[config.mk]
export PLATFORM = sky130hd
export DESIGN_NAME = iter_mul
export DESIGN_NICKNAME = d
export VERILOG_FILES = /design/src/rtl/mul_pkg.sv /design/src/rtl/iter_mul.sv
export SDC_FILE = /design/constraint.sdc
export NUM_CORES = 1
export LEC_CHECK = 0
export BUFFER_PORTS_ARGS = -buffer_cell sky130_fd_sc_hd__buf_4
export CORE_MARGIN = 5
export CORE_UTILIZATION = 58
export DETAILED_ROUTE_END_ITERATION = 10
export GPL_TIMING_DRIVEN = 0
export PLACE_DENSITY = 0.77
export SYNTH_ARGS = -nofsm -noshare
export SYNTH_HDL_FRONTEND = slang
export SYNTH_SLANG_ARGS = --single-unit
[constraint.sdc]
create_clock -name mul_clk -period 11.91 [get_ports mul_clk]
set_input_delay 1.191 -clock mul_clk [delete_from_list [all_inputs] [get_ports mul_clk]]
set_output_delay 1.191 -clock mul_clk [all_outputs]
set_load 0.02 [all_outputs]
[src/rtl/mul_pkg.sv]
// Shared types and helpers for the iterative shift-add multiplier.
package mul_pkg;

    typedef enum logic [1:0] {
        IDLE,
        CALC,
        DONE
    } mul_state_t;

    // Width of an iteration counter that must hold the value w.
    function automatic int cnt_w(input int w);
        return $clog2(w + 1);
    endfunction

endpackage

[src/rtl/iter_mul.sv]
// Sequential shift-add multiplier: one multiplier bit per cycle, signed or unsigned,
// valid/ready on both sides, optional early exit once the remaining multiplier bits are zero.
module iter_mul
    import mul_pkg::*;
#(
    parameter int W          = 32,
    parameter bit EARLY_EXIT = 1'b0
) (
    input  logic           mul_clk,
    input  logic           reset,
    input  logic           in_valid,
    output logic           in_ready,
    input  logic           is_signed,
    input  logic [W-1:0]   x,
    input  logic [W-1:0]   y,
    output logic           out_valid,
    input  logic           out_ready,
    output logic [2*W-1:0] result,
    output logic           busy
);

    localparam int CW = cnt_w(W);

    mul_state_t    state;
    logic [W-1:0]  mcand;
    logic [W-1:0]  acc_hi;
    logic [W-1:0]  acc_lo;   // unprocessed multiplier bits low, finished product bits high
    logic [CW-1:0] cnt;
    logic          neg;

    logic [W-1:0]   x_mag;
    logic [W-1:0]   y_mag;
    logic [W:0]     sum;
    logic [2*W-1:0] pair_next;
    logic [2*W-1:0] final_prod;
    logic [W-1:0]   rem_mask;
    logic           last;

    // NOTE: every signal written here gets a value on every path, so no latch is inferred.
    always_comb begin
        x_mag     = (is_signed && x[W-1]) ? -x : x;
        y_mag     = (is_signed && y[W-1]) ? -y : y;
        sum       = acc_lo[0] ? ({1'b0, acc_hi} + {1'b0, mcand}) : {1'b0, acc_hi};
        pair_next = {sum, acc_lo[W-1:1]};
        // After this cycle's shift, cnt-1 multiplier bits are still waiting at the bottom.
        rem_mask  = ~({W{1'b1}} << (cnt - CW'(1)));
        last      = (cnt == CW'(1));
        final_prod = pair_next;
        if (EARLY_EXIT) begin
            last       = last || ((pair_next[W-1:0] & rem_mask) == '0);
            final_prod = pair_next >> (cnt - CW'(1));
        end
    end

    // NOTE: the reset is synchronous and clears the datapath too, so an aborted
    // operation leaves no trace in result or the operand registers.
    always_ff @(posedge mul_clk) begin
        if (reset) begin
            state     <= IDLE;
            mcand     <= '0;
            acc_hi    <= '0;
            acc_lo    <= '0;
            cnt       <= '0;
            neg       <= 1'b0;
            result    <= '0;
            in_ready  <= 1'b1;
            out_valid <= 1'b0;
            busy      <= 1'b0;
        end else begin
            case (state)
                IDLE: begin
                    if (in_valid) begin
                        mcand    <= x_mag;
                        acc_lo   <= y_mag;
                        acc_hi   <= '0;
                        cnt      <= CW'(W);
                        neg      <= is_signed & (x[W-1] ^ y[W-1]);
                        state    <= CALC;
                        in_ready <= 1'b0;
                        busy     <= 1'b1;
                    end
                end
                CALC: begin
                    {acc_hi, acc_lo} <= pair_next;
                    cnt              <= cnt - CW'(1);
                    if (last) begin
                        state     <= DONE;
                        out_valid <= 1'b1;
                        result    <= neg ? -final_prod : final_prod;
                    end
                end
                DONE: begin
                    if (out_ready) begin
                        state     <= IDLE;
                        out_valid <= 1'b0;
                        busy      <= 1'b0;
                        in_ready  <= 1'b1;
                    end
                end
                default: begin
                    state     <= IDLE;
                    out_valid <= 1'b0;
                    busy      <= 1'b0;
                    in_ready  <= 1'b1;
                end
            endcase
        end
    end

endmodule

==> results of run 1 <==
-- per-layer routing --
metal	wire length, um	global-route usage, %
met5	0	0
met4	845	10.2
met3	4170	6.51
met2	15600	48.7
met1	17000	48.1
-- how the worst max path moves through the flow --
stage                   start          to  slack (ns)
finish               mcand[0]  result[58]        7.10
detailed placement   mcand[0]  result[58]        7.24
floorplan            mcand[0]  result[63]        8.05
CTS                  mcand[0]  result[58]        7.22
global route         mcand[0]  result[58]        7.01
global placement    acc_hi[0]  result[58]        7.41
-- cell families (layout without fill, tap and decap cells) --
kind of cell | Yosys count | count (layout)
AND/OR/NAND/NOR | 569 | 569
adder cells (fa/ha/maj) | 38 | 38
AO/OA/AOI/OAI | 447 | 447
buffers and inverters | 130 | 296
multiplexers | 16 | 16
flip-flops | 172 | 172
XOR/XNOR | 119 | 119
-- through the flow --
step           instances  hold slack [ns]  area (um^2)
5_1_grt             1922            0.479        13200
3_3_place_gp        1890            0.441        12700
3_5_place_dp        1890            0.447        12700
2_1_floorplan       1491            0.441        11300
6_report            1922            0.454        13200
4_1_cts             1922            0.455        13200
-- cells in the final DEF (no fill, tap or decap), types with 14 or more instances in the layout --
cell type,synthesis,layout
xnor2_1,54,54
nor3_1,30,30
a21oi_1,146,146
or4_1,18,18
o21a_1,14,14
a22oi_1,29,29
clkbuf_16,0,17
nand4_1,15,15
or3_1,25,25
xor2_1,65,65
clkbuf_1,84,84
nand2_1,169,169
a31oi_1,21,21
nor2_1,170,170
dfxtp_1,172,172
ha_1,37,37
a211oi_1,64,64
o31ai_1,23,23
nand2b_1,17,17
buf_4,0,134
o21ai_0,57,57
inv_1,27,27
nand3_1,46,46
-- area by class of cell --
type                    count  area [um^2]  share of cell area, %
multi-input cells        1189         7380                   55.7
flip-flops and latches    172         3440                   26.0
inverters                  28          105                  0.793
repair buffers            134         1010                   7.59
well taps                 265          332                   2.50
clock buffers              18          439                   3.32
plain buffers             102          399                   3.01
clock inverters            14          146                   1.11
-- state kept, by name, indices dropped and copies added (netlist names) --
signal / flops
acc_hi: 32
acc_lo: 32
busy: 1
cnt: 6
in_ready: 1
mcand: 32
neg: 1
out_valid: 1
result: 64
state: 2
-- tightest hold or removal path, delay by kind of cell, from the launching register on --
family	cells	cell delay, ns
AOI/OAI and AO/OA	1	0.05
DFF	1	0.31
and+or+nand+nor	1	0.05
-- synthesized netlist by cell type, types with 13 or more instances --
| library cell | count | area share (%) |
|---|---|---|
| a211oi_1 | 64 | 4.2 |
| a21o_1 | 13 | 0.86 |
| a21oi_1 | 146 | 6.5 |
| a22oi_1 | 29 | 1.9 |
| a31oi_1 | 21 | 1.2 |
| buf_2 | 13 | 0.57 |
| clkbuf_1 | 84 | 2.8 |
| dfxtp_1 | 172 | 30 |
| ha_1 | 37 | 4.1 |
| inv_1 | 27 | 0.89 |
| nand2_1 | 169 | 5.6 |
| nand2b_1 | 17 | 0.94 |
| nand3_1 | 46 | 2.0 |
| nand4_1 | 15 | 0.83 |
| nor2_1 | 170 | 5.6 |
| nor2b_1 | 13 | 0.72 |
| nor3_1 | 30 | 1.3 |
| nor4_1 | 13 | 0.72 |
| o21a_1 | 14 | 0.93 |
| o21ai_0 | 57 | 2.5 |
| o31ai_1 | 23 | 1.5 |
| or3_1 | 25 | 1.4 |
| or4_1 | 18 | 1.2 |
| xnor2_1 | 54 | 4.2 |
| xor2_1 | 65 | 5.0 |
-- where the power goes --
part	internal, uW	switching (uW)	total, uW
combinational	114	200	314
sequential	603	35.6	639
clock	285	274	559
total	1000	510	1510
==> summary.md, run 1 <==
| Metric | Value |
|---|---|
| Io pins | `136` |
| TritonCTS sink count | `about 170` |
| Std cell rows | `51` |
| Hold Path End | `result[32]` |
| Synth Area in Adders | `4.26%` |
| Levels on crit path | `13` |
| Cell family with the largest share of critical-path delay | `simple AND/OR/NAND/NOR gates` |
| Buffers added on ports | `134` |
| Synth Area in XOR/XNOR | `9.20%` |
| Clk buf depth | `2` |
| Syn Nets | `1,598` |
| Number of distinct library cells after synthesis | `76` |
| Reg-to-reg setup timing slack | `7.10 ns` |
| Antenna violation net count after detailed routing | `0` |
| Start of the worst register-to-register path | `mcand[0]` |
| Required time reported for the critical path endpoint | `12.20 ns` |
| Initial antenna violation count | `0` |
| Category of the worst setup path launch point | `flop` |
| Synth Area per Inst | `between 7 and 8 um^2` |
| Beginning of the worst hold path | `result[32]` |
| Post-synthesis compound-gate area fraction | `about a quarter` |
| Proportion of synthesized area in mux cells | `1.49%` |
| Place WS | `approximately 7.2 ns` |
| Leak | `a little under 0.005 uW` |
| Number of CTS-inserted buffers | `17` |
| Sequential cell area fraction in the yosys report | `30.4%` |
| Power consumption | `1510 uW` |
| Share of the core filled with cells | `68.5%` |
| Vias in the first global route | `~11,000` |
| Worst Path Max Fanout | `7` |
| Fraction of the mapped netlist area in simple logic gates | `between 20% and 30%` |
| Post-route clock skew | `0.0197 ns` |
| Die W | `150 um` |
| Nature of the critical path endpoint | `flop` |
| Global-route wire length before repair | `approximately 58 mm` |
| Total negative setup slack | `0 ns` |
| Fill cells | `around 1,700` |
| Unrepaired setup endpoints after global routing | `false` |
| Global route overflow | `0` |
| Post-route worst setup slack | `7.10 ns` |
| Worst path arrival time | `slightly above 5 ns` |
| Number of detailed-routing iterations run before antenna repair | `8` |
| Die area | `22,400 um^2` |
| Final hold violation count | `0` |
| Combinational family with the most area after synthesis | `compound AO/OA/AOI/OAI gates` |
| TritonCTS clock tree | `built` |
| Number of maximum-capacitance constraint violations | `0` |
| Reg2reg end | `result[58]` |
| Total of warnings raised by yosys | `0` |
| Slew margin rel. | `about a tenth` |
| Buffer cell driving the clock tree root | `clkbuf_16` |
| Die height | `150 um` |
| Quantity of gates resized following cts | `0` |
| CTS hold repair buffers | `0` |
| Total Routing Usage GR | `roughly 33%` |
| Net count, final | `1,751` |
| ANT cells | `0` |
| Transition time at the pin with the least slew margin | `1.33 ns` |
| Pin count of the biggest net entering global routing | `19` |
| Number of DRC violations after detailed routing | `0` |
| Kind of critical path | `reg2reg` |
| Flip-flop and latch count after synthesis | `about 170` |
| Final weighted congestion in routability-driven placement | `around 0.95` |
| Vias | `between 10,000 and 15,000` |
| Primary FF master, synth | `dfxtp_1` |
| Power Density | `114 nW/um^2` |
| Worst hold path class | `reg2reg` |
| Synthesized instance count | `around 1,500` |
| Initial Utilization | `58.6%` |
| Insertion delay of the later-clocked pin in the worst-skew pair | `roughly 0.45 ns` |
| Library cell appearing most often on the critical path | `xnor2_1` |
| Worst reg-to-reg path cell count | `13` |
| Netlist Area Pre-Place | `roughly 11,000 um^2` |
| Hpwl dp | `around 30 mm` |
| Slowest cell on the critical path | `nor4_1` |
| Signed area change from the synthesized netlist to the final layout | `17.0%` |
| Layout cell share with drive strength beyond 1 | `between 10% and 20%` |
| CTS H-tree depth | `4` |
| Fraction of synthesis flops using an asynchronous set or reset pin | `0%` |
| Number of synthesized flops with an enable pin | `0` |
| Worst Path Buf+Inv | `0` |
| Vias per cell | `about 6.2` |
| Count of buffers added by post-CTS timing repair for setup | `0` |
| Max IR drop VDD | `just over 0.00009 V` |
| Initial drt markers | `between 1,000 and 1,500` |
| Final Slew Violations | `0` |
| Cell depth of the worst min-delay path | `2` |
| Total wire length | `roughly 38 mm` |
| Final Critical Period | `~4.8 ns` |
| Result of the run | `finished clean` |
| Chain of cells forming the critical path | `ha_1 > fa_1 > a21o_1 > a221oi_4 > xnor2_1 > mux2_2 > nor4_1 > or3b_1 > or4_1 > o21ai_1 > nand3_1 > xnor2_1 > a211oi_1` |
| Clk slew on worst S/H paths | `0.07 ns` |
| Total core area | `between 15,000 and 20,000 um^2` |
| Routed len/inst | `roughly 20 um` |
| Setup-failing EPs final | `0` |
| Slowest Stage Delay on Critical Path | `approximately 0.74 ns` |
| Tcrit/Tclk final | `approximately 40%` |
| Max Freq | `around 210 MHz` |
Note: power is estimated with default switching activity, not from simulation.
==> inputs of run 2 (changes only) <==
==> constraint.sdc (replaced) <==
create_clock -name mul_clk -period 4.45 [get_ports mul_clk]
set_input_delay 0.445 -clock mul_clk [delete_from_list [all_inputs] [get_ports mul_clk]]
set_output_delay 0.445 -clock mul_clk [all_outputs]
set_load 0.02 [all_outputs]
==> run 2 against run 1 <==
Compared with the run above:
- setup slack worse by 6.9 ns
- highest routed layer unchanged
- clock skew is 0.0042 ns lower
- largest power group unchanged
- global-route usage about the same
- final area is 0.39% higher
- flip-flop and latch count is the same
- critical endpoint is now result[57]
- sequential share of layout area is 0.10 points lower
- via count about the same
- total power rose to 2.7 times the previous value
- core utilization grew 0.27 points
==> summary.md, run 2 (synthesis gave the netlist of run 1 again) <==
| Metric | Value |
|---|---|
| Result of the run | `finished clean (unchanged)` |
| Post-detailed-placement cell area | `12,700 um^2 (unchanged)` |
| Slew margin rel. | `20.8% (was 10.6%)` |
| Number of DRC violations after detailed routing | `0 (unchanged)` |
| Number of flip-flops in the largest register | `64 (unchanged)` |
| Unrepaired setup endpoints after global routing | `true (was false)` |
| Global-route wire length before repair | `58.1 mm (about the same)` |
| Kind of critical path | `reg2reg (unchanged)` |
| Launching element of the worst setup path | `acc_hi[0] (was mcand[0])` |
| Worst hold path class | `in2reg (was reg2reg)` |
| Non-filler instance count after layout | `1,923 (was 1,922)` |
| Pin count of the biggest net entering global routing | `19 (unchanged)` |
| ANT cells | `0 (unchanged)` |
| Transition time at the pin with the least slew margin | `1.17 ns (was 1.33 ns)` |
| Buffer cell driving the clock tree root | `clkbuf_16 (unchanged)` |
| Signed area change from the synthesized netlist to the final layout | `17.4% (was 17.0%)` |
| Tcrit/Tclk final | `96.5% (was 40.4%)` |
| Final Slew Violations | `0 (unchanged)` |
| Die height | `150 um (unchanged)` |
| Vias per cell | `6.24 (about the same)` |
| Clk slew on worst S/H paths | `0.08 ns (was 0.07 ns)` |
| Io pins | `136 (unchanged)` |
| Layout cell share with drive strength beyond 1 | `13.0% (was 12.6%)` |
| Total Routing Usage GR | `32.8% (was 32.9%)` |
| Start of the worst register-to-register path | `acc_hi[0] (was mcand[0])` |
| Final weighted congestion in routability-driven placement | `0.953 (unchanged)` |
| Most common cell after layout, fill and taps aside | `dfxtp_1 (unchanged)` |
| Total wire length | `37.6 mm (was 37.7 mm)` |
| Leak | `0.00497 uW (was 0.00496 uW)` |
| Post-route clock skew | `0.0155 ns (was 0.0197 ns)` |
| Vias | `12,000 (about the same)` |
| Required time reported for the critical path endpoint | `4.79 ns (was 12.20 ns)` |
| Number of CTS-inserted buffers | `17 (unchanged)` |
| Worst path arrival time | `4.64 ns (was 5.10 ns)` |
| Max IR drop VDD | `0.000252 V (was 0.0000929 V)` |
| Leading cell types in the layout, fill and taps excluded | `dfxtp_1, nor2_1, nand2_1 (unchanged)` |
| Insertion delay of the later-clocked pin in the worst-skew pair | `0.45 ns (about the same)` |
| Initial drt markers | `1,261 (was 1,342)` |
| Final Instance Area | `13,300 um^2 (was 13,200 um^2)` |
| TritonCTS clock tree | `built (unchanged)` |
| Routed len/inst | `19.6 um (about the same)` |
| Antenna violation net count after detailed routing | `0 (unchanged)` |
| Initial Utilization | `58.6% (unchanged)` |
| Category of the worst setup path launch point | `flop (unchanged)` |
| Clk buf depth | `2 (unchanged)` |
| CTS H-tree depth | `4 (unchanged)` |
| Die W | `150 um (unchanged)` |
| Placed Cells | `1,890 (unchanged)` |
| Share of the core filled with cells | `68.8% (was 68.5%)` |
| Worst Path Max Fanout | `6 (was 7)` |
| Total core area | `19,300 um^2 (unchanged)` |
| Post-route worst setup slack | `0.157 ns (was 7.10 ns)` |
| Initial antenna violation count | `0 (unchanged)` |
| Vias in the first global route | `11,000 (about the same)` |
| Global route overflow | `0 (unchanged)` |
| Place WS | `-0.223 ns (was 7.24 ns)` |
| Setup-failing EPs final | `0 (unchanged)` |
| Std cell rows | `51 (unchanged)` |
| Final hold violation count | `0 (unchanged)` |
| Buffers added on ports | `134 (unchanged)` |
| Final Critical Period | `4.29 ns (was 4.81 ns)` |
| Number of detailed-routing iterations run before antenna repair | `8 (unchanged)` |
| Max Freq | `233 MHz (was 208 MHz)` |
| Number of maximum-capacitance constraint violations | `0 (unchanged)` |
| Die area | `22,400 um^2 (unchanged)` |
| TritonCTS sink count | `172 (unchanged)` |
| Hpwl dp | `29.7 mm (unchanged)` |
| CTS hold repair buffers | `0 (unchanged)` |
| Power Density | `305 nW/um^2 (was 114 nW/um^2)` |
| Reg with most FFs | `result (unchanged)` |
| Nature of the critical path endpoint | `flop (unchanged)` |
| Beginning of the worst hold path | `x[1] (was result[32])` |
| Net count, final | `1,752 (was 1,751)` |
run 2: worst paths after layout:
check	slack, ns	to	depth (start not counted)
worst max-delay path	0.16	result[57]	13
worst max register to register	0.16	result[57]	13
worst min-delay path	0.28	mcand[1]	3
worst min register to register	0.45	result[21]	2
run 2: per-layer routing:
layer	vias up	track usage [%]	share of wire, %
li1	5744	-	-
met1	5546	47.9	45
met2	628	48.8	41
met3	78	6.69	11
met4	0	10.2	2.3
met5	-	0	0
run 2: cell type report:
type,count,area (um^2)
Clock buffer,18,439
Inverter,28,105
Multi-Input combinational cell,1189,7420
Buffer,102,399
Clock inverter,14,146
Tap cell,265,332
Timing Repair Buffer,135,1010
Sequential cell,172,3440
Fill cell,1727,6040
run 2: worst max-delay path, stage by stage (launching register included):
cell	delay [ns]
dfxtp_1	0.37
ha_1	0.23
fa_1	0.44
mux2i_2	0.24
nand3_1	0.15
or3_1	0.45
or2_1	0.27
or3_4	0.39
or3_4	0.40
nor4_4	0.30
nand4_4	0.20
o21ai_0	0.33
nor3_1	0.10
a211o_1	0.31
run 2: repair_timing:
action | CTS | global route
resized for setup | 2 | 6
pin swaps | 0 | 4
buffers inserted | 0 | 1
endpoints found under the setup margin | 4 | 8
run 2: metrics by stage:
stage / TNS, ns / total power, uW / hold slack (ns)
CTS: 0 / 4020 / 0.286
floorplan: 0 / 2260 / 0.441
detailed placement: -0.289 / 2560 / 0.447
global placement: -0.0459 / 2540 / 0.441
finish: 0 / 4060 / 0.284
global route: -0.00357 / 4200 / 0.310
run 2: power breakdown:
group / internal (uW) / total [uW] / switching, uW
clock network: 763 / 1500 / 738
logic: 307 / 847 / 540
registers: 1610 / 1710 / 94.5
